<file path="config.mk">
export PLATFORM = sky130hd
export DESIGN_NAME = booth_ctrl
export DESIGN_NICKNAME = d
export VERILOG_FILES = /design/src/rtl/booth_ctrl.sv
export SDC_FILE = /design/constraint.sdc
export NUM_CORES = 1
export LEC_CHECK = 0
export CORE_AREA = 2 2 39 41
export CTS_CLUSTER_SIZE = 12
export DETAILED_ROUTE_END_ITERATION = 7
export DIE_AREA = 0 0 41 43
export GPL_TIMING_DRIVEN = 0
export PLACE_DENSITY = 0.58
export SYNTH_ARGS = -nofsm -noshare
export SYNTH_HDL_FRONTEND = slang
export SYNTH_SLANG_ARGS = --single-unit
</file>
<file path="constraint.sdc">
create_clock -name clk -period 3.4 [get_ports clk]
set_input_delay 0.34 -clock clk [delete_from_list [all_inputs] [get_ports clk]]
set_output_delay 0.34 -clock clk [all_outputs]
set_load 0.1 [all_outputs]
</file>
<file path="src/rtl/booth_ctrl.sv">
// booth_ctrl: sequencing FSM for the 8-bit radix-2 Booth multiplier datapath.
// Optional abort input enabled by defining BOOTH_CTRL_ABORT_EN.
module booth_ctrl #(
    parameter int ITERS = 8,
    parameter int CW    = 4
) (
    input  logic          clk,
    input  logic          reset,
    input  logic          start,
    input  logic [1:0]    q_pair,
`ifdef BOOTH_CTRL_ABORT_EN
    input  logic          abort,
`endif
    output logic          dp_clear,
    output logic          load,
    output logic          add_en,
    output logic          sub_en,
    output logic          shift_en,
    output logic          count_en,
    output logic          busy,
    output logic          done,
    output logic [CW-1:0] iter
);
    typedef enum logic [2:0] {IDLE, CLEAR, LOAD, EVAL, ADD, SUB, SHIFT, DONE} state_t;
    state_t state, state_nx;
    logic kill;
`ifdef BOOTH_CTRL_ABORT_EN
    assign kill = abort && state != IDLE;
`else
    assign kill = 1'b0;
`endif
    always_ff @(posedge clk or posedge reset) begin
        if (reset) begin
            state <= IDLE;
            iter  <= '0;
        end else begin
            state <= state_nx;
            iter  <= state == CLEAR ? '0 : state == SHIFT ? iter + CW'(1) : iter;
        end
    end
    always_comb begin
        state_nx = state;
        case (state)
            IDLE:    state_nx = start ? CLEAR : IDLE;
            CLEAR:   state_nx = LOAD;
            LOAD:    state_nx = EVAL;
            EVAL:    state_nx = q_pair == 2'b01 ? ADD : q_pair == 2'b10 ? SUB : SHIFT;
            ADD:     state_nx = SHIFT;
            SUB:     state_nx = SHIFT;
            SHIFT:   state_nx = iter == CW'(ITERS - 1) ? DONE : EVAL;
            DONE:    state_nx = IDLE;
            default: state_nx = IDLE;
        endcase
        if (kill)
            state_nx = IDLE;
    end
    // strobes depend on the state register only
    always_comb begin
        dp_clear = state == CLEAR;
        load     = state == LOAD;
        add_en   = state == ADD;
        sub_en   = state == SUB;
        shift_en = state == SHIFT;
        count_en = state == SHIFT;
        busy     = state != IDLE;
        done     = state == DONE;
    end
endmodule

</file>
Word-level counts from Yosys, hierarchy flattened. Cells that the tools add are included.

Input port bits: 5. Flip-flop bits (word level): 7. Output and inout port bits: 12. Word-level logic and storage cells: 24.

Equality and inequality tests: 10. Reductions and logical operators: 4. Add/subtract/negate cells: 1. Muxes and demuxes: 7.

Operators with widths (number): 3-bit one-hot mux with 7 select lines (1); 3-bit equality test (second input constant) (4); 4-bit two-way mux (2); 3-bit by 2-bit equality test with 1-bit output (second input constant) (2); 4-bit by 1-bit adder with 4-bit output (second input constant) (1); 4-bit by 3-bit equality test with 1-bit output (second input constant) (1); 2-bit two-way mux (2); 3-bit by 1-bit equality test with 1-bit output (second input constant) (1); 3-bit zero test (1); 3-bit two-way mux (1); 3-bit nonzero test (1); 2-bit by 1-bit equality test with 1-bit output (second input constant) (1); 2-bit equality test (second input constant) (1); 2-bit nonzero test (1); 2-bit OR reduction (1); 1-bit two-way mux (1).

Logic depth before layout (Yosys ltp).
Depth after elaboration: 4. Gate-level depth with buffers: 5. Mapped depth without buffers: 4.

Least setup slack after synthesis. Ideal clock, no wire load.

Path type: reg2out. Start point: reg state[1]. End point: out sub_en. Arrival time: 2.734 ns. Path slack: 0.326 ns. Stages on the path, launching flop included: 3. Data required time: 3.060 ns. Path buffers: 1. Cell sequence: dfrtp_1 buf_2 nor3b_1.

Word-level cells in the longest chain between the ends: 1.

Ends and longest elaborated chain: start: declaration (line 25) `state_t state, state_nx;`; start signal: assignment (line 37) `state <= state_nx;`; 3-bit equality test (line 62) `sub_en = state == SUB;`; end: declaration (line 17) `output logic sub_en,`.

Every way passes these cells.

Worst setup path in the final report.
Start point: reg state[1]. End point: out shift_en.

Word-level cells in the longest chain between the ends: 1.

Ends and longest elaborated chain: 3-bit equality test (line 63) `shift_en = state == SHIFT;`; end: declaration (line 18) `output logic shift_en,`.

Every way passes these cells.

==> flow_summary.yaml <==
timing:
  hold_viol_final: 0
  setup_viol: 0
  finalClockSkew_ns: 0.0120
  finalCriticalPeriod_ns: 2.65
  tns_ns: 0
  slew_viol_final: 0
  fin_crit_sh_pct: 78.0
  fmax_mhz: 377
  tightest_slew_ns: 0.964
  slew_headroom_pct: 35.5
  rsz0062_at_grt: "no"
floorplanning:
  initial_core_util_pct: 30.6
  io_pins: 17
  die-area_sq_um: 1760
  die_y_um: 43
  core_sq_um: 1380
  fp-row-count: 14
  die-width_um: 41
min_path:
  hp-class: "input pin to asynchronous set/reset pin"
run:
  cap_viol_max_count: 0
routing:
  vias: 356
  totalWireLength_um: 828
  via_per_inst: 4.51
  route.detailed.drc: 0
  drt_first_pass_iters: 4
  avgRoutedWirePerCell_um: 10.5
  drt_iter0_markers: 3
  postRouteAntennaNets: 0
worst_setup_path:
  start_kind: "flip-flop"
  required_ns: 3.06
  crit_path_cell_trace: "buf_2 -> and3b_1 -> buf_6 -> buf_4 -> clkdlybuf4s50_1"
  crit_buf_inv: 4
  critPathMaxStageDelay_ns: 1.11
  critPathMaxFanout: 10
  cp-end-kind: "primary output"
  rrSetupSlack_ns: 2.10
  worstSetupStartpoint: "state[1]"
  critPathTopFamily: "buffers and inverters"
  crit_arrival_ns: 2.31
  r2r-start: "state[2]"
  cp_slowest_cell: "clkdlybuf4s50_1"
  path_class: "flip-flop to primary output"
  rr_worst_depth: 4
  crit_cells: 5
global_route:
  antenna_found_initial: 0
  grt_overflow: 0
  track_usage_pct: 11.2
  grt_max_degree: 11
  grt_pass1_vias: 314
  grt_pass1_wl_um: 1280
clock_tree:
  worstSkewPairLatency_ns: 0.25
  cts_buffers: 3
  cts_root_buffer: "clkbuf_4"
  cts_hold_buf: 0
  cts_tree: "yes"
  cts_resized: 0
  path_clk_slew_ns: 0.06
  post_cts_buffers: 0
  clockBufferDepth: 2
  htreeDepth: 1
  clkSinkCount: 7
synthesis:
  ys_seq_area_share_pct: 41.4
  post_synth_num_cell_types: 23
  avgSynthCellArea_sq_um: 9.84
  ys_seq_elements: 7
  synth_area_sq_um: 423
  netlist_instances: 43
  yosysWarnings: 0
  synth.net_count: 50
placed_design:
  gp_congestion: 0.708
  portBuffers: 16
  dpl.hpwl_um: 651
layout:
  layout_commonest_cell: "clkdlybuf4s50_1"
  nNetsFinal: 71
  nFillCells: 146
  register_area_sq_um: 175
  mostFrequentLayoutCells: "clkdlybuf4s50_1 (16), dfrtp_1 (7), nand2_1 (4), inv_1 (4)"
  diodes: 0
  multi_input_area_sq_um: 193
  areaGrowthSynthToFinish_pct: 49.1
  drive_gt1_share_pct: 20.6
status:
  run_status: "finished, final reports clean"
-- layout make-up --
cell class	count	area share [%]
multi-input combinational	27	30.6
sequential	7	27.8
timing repair buffer	16	25.4
buffer	4	5.56
clock buffer	3	3.57
inverter	5	3.17
tap	16	3.17
clock inverter	1	0.794
-- flip-flops by register name, indices dropped and copies added, names as in the netlist --
register  count
iter          4
state         3
-- stage by stage --
step	worst slack [ns]	hold WS (ns)	cells	util [%]	cell area, sq um
detailed placement	1.01	0.530	75	43.6	603
global placement	1.02	0.488	75	43.6	603
finish	0.746	0.313	79	45.6	631
global route	0.658	0.334	79	45.6	631
floorplan	0.326	0.143	43	-	423
CTS	0.732	0.313	79	45.6	631
-- layer usage --
layer	part of all wire, %	track usage (%)
met5	0	0
met4	2.3	10.0
met3	5.3	1.57
met2	46	13.4
met1	46	16.3
-- path summary, 6_finish.rpt --
path | end
max reg2reg | iter[0]
min | iter[2]
max | shift_en
min reg2reg | iter[3]
min in group clk | iter[3]
max in group asynchronous | iter[3]
-- cell families (layout without fill, tap and decap cells) --
logic type      Yosys count  count (layout)  share of synthesized area [%]
compound gates            6               6                           8.58
buf+inv                   9              29                           13.0
flops                     7               7                           41.4
simple gates             16              16                           22.8
mux                       3               3                           8.28
fa+ha+maj                 2               2                           5.92
-- cells in the mapped netlist (all sizes together) --
| cell | count | area [sq um] |
|---|---|---|
| a31oi | 1 | 6.26 |
| nand4 | 1 | 6.26 |
| a21oi | 3 | 15.0 |
| mux2i | 2 | 20.0 |
| nor3 | 2 | 10.0 |
| nand2 | 4 | 15.0 |
| and3b | 1 | 8.76 |
| nor2 | 3 | 13.8 |
| nor3b | 2 | 15.0 |
| nand4bb | 1 | 11.3 |
| clkinv | 1 | 5.00 |
| a22o | 1 | 10.0 |
| mux2 | 1 | 15.0 |
| ha | 2 | 25.0 |
| inv | 4 | 15.0 |
| or3b | 1 | 11.3 |
| o21ai | 1 | 5.00 |
| nand3 | 1 | 5.00 |
| buf | 4 | 35.0 |
| dfrtp | 7 | 175 |
Power is not shown: default switching activity piles up to over one toggle a cycle in this logic, so the estimate is an artifact.
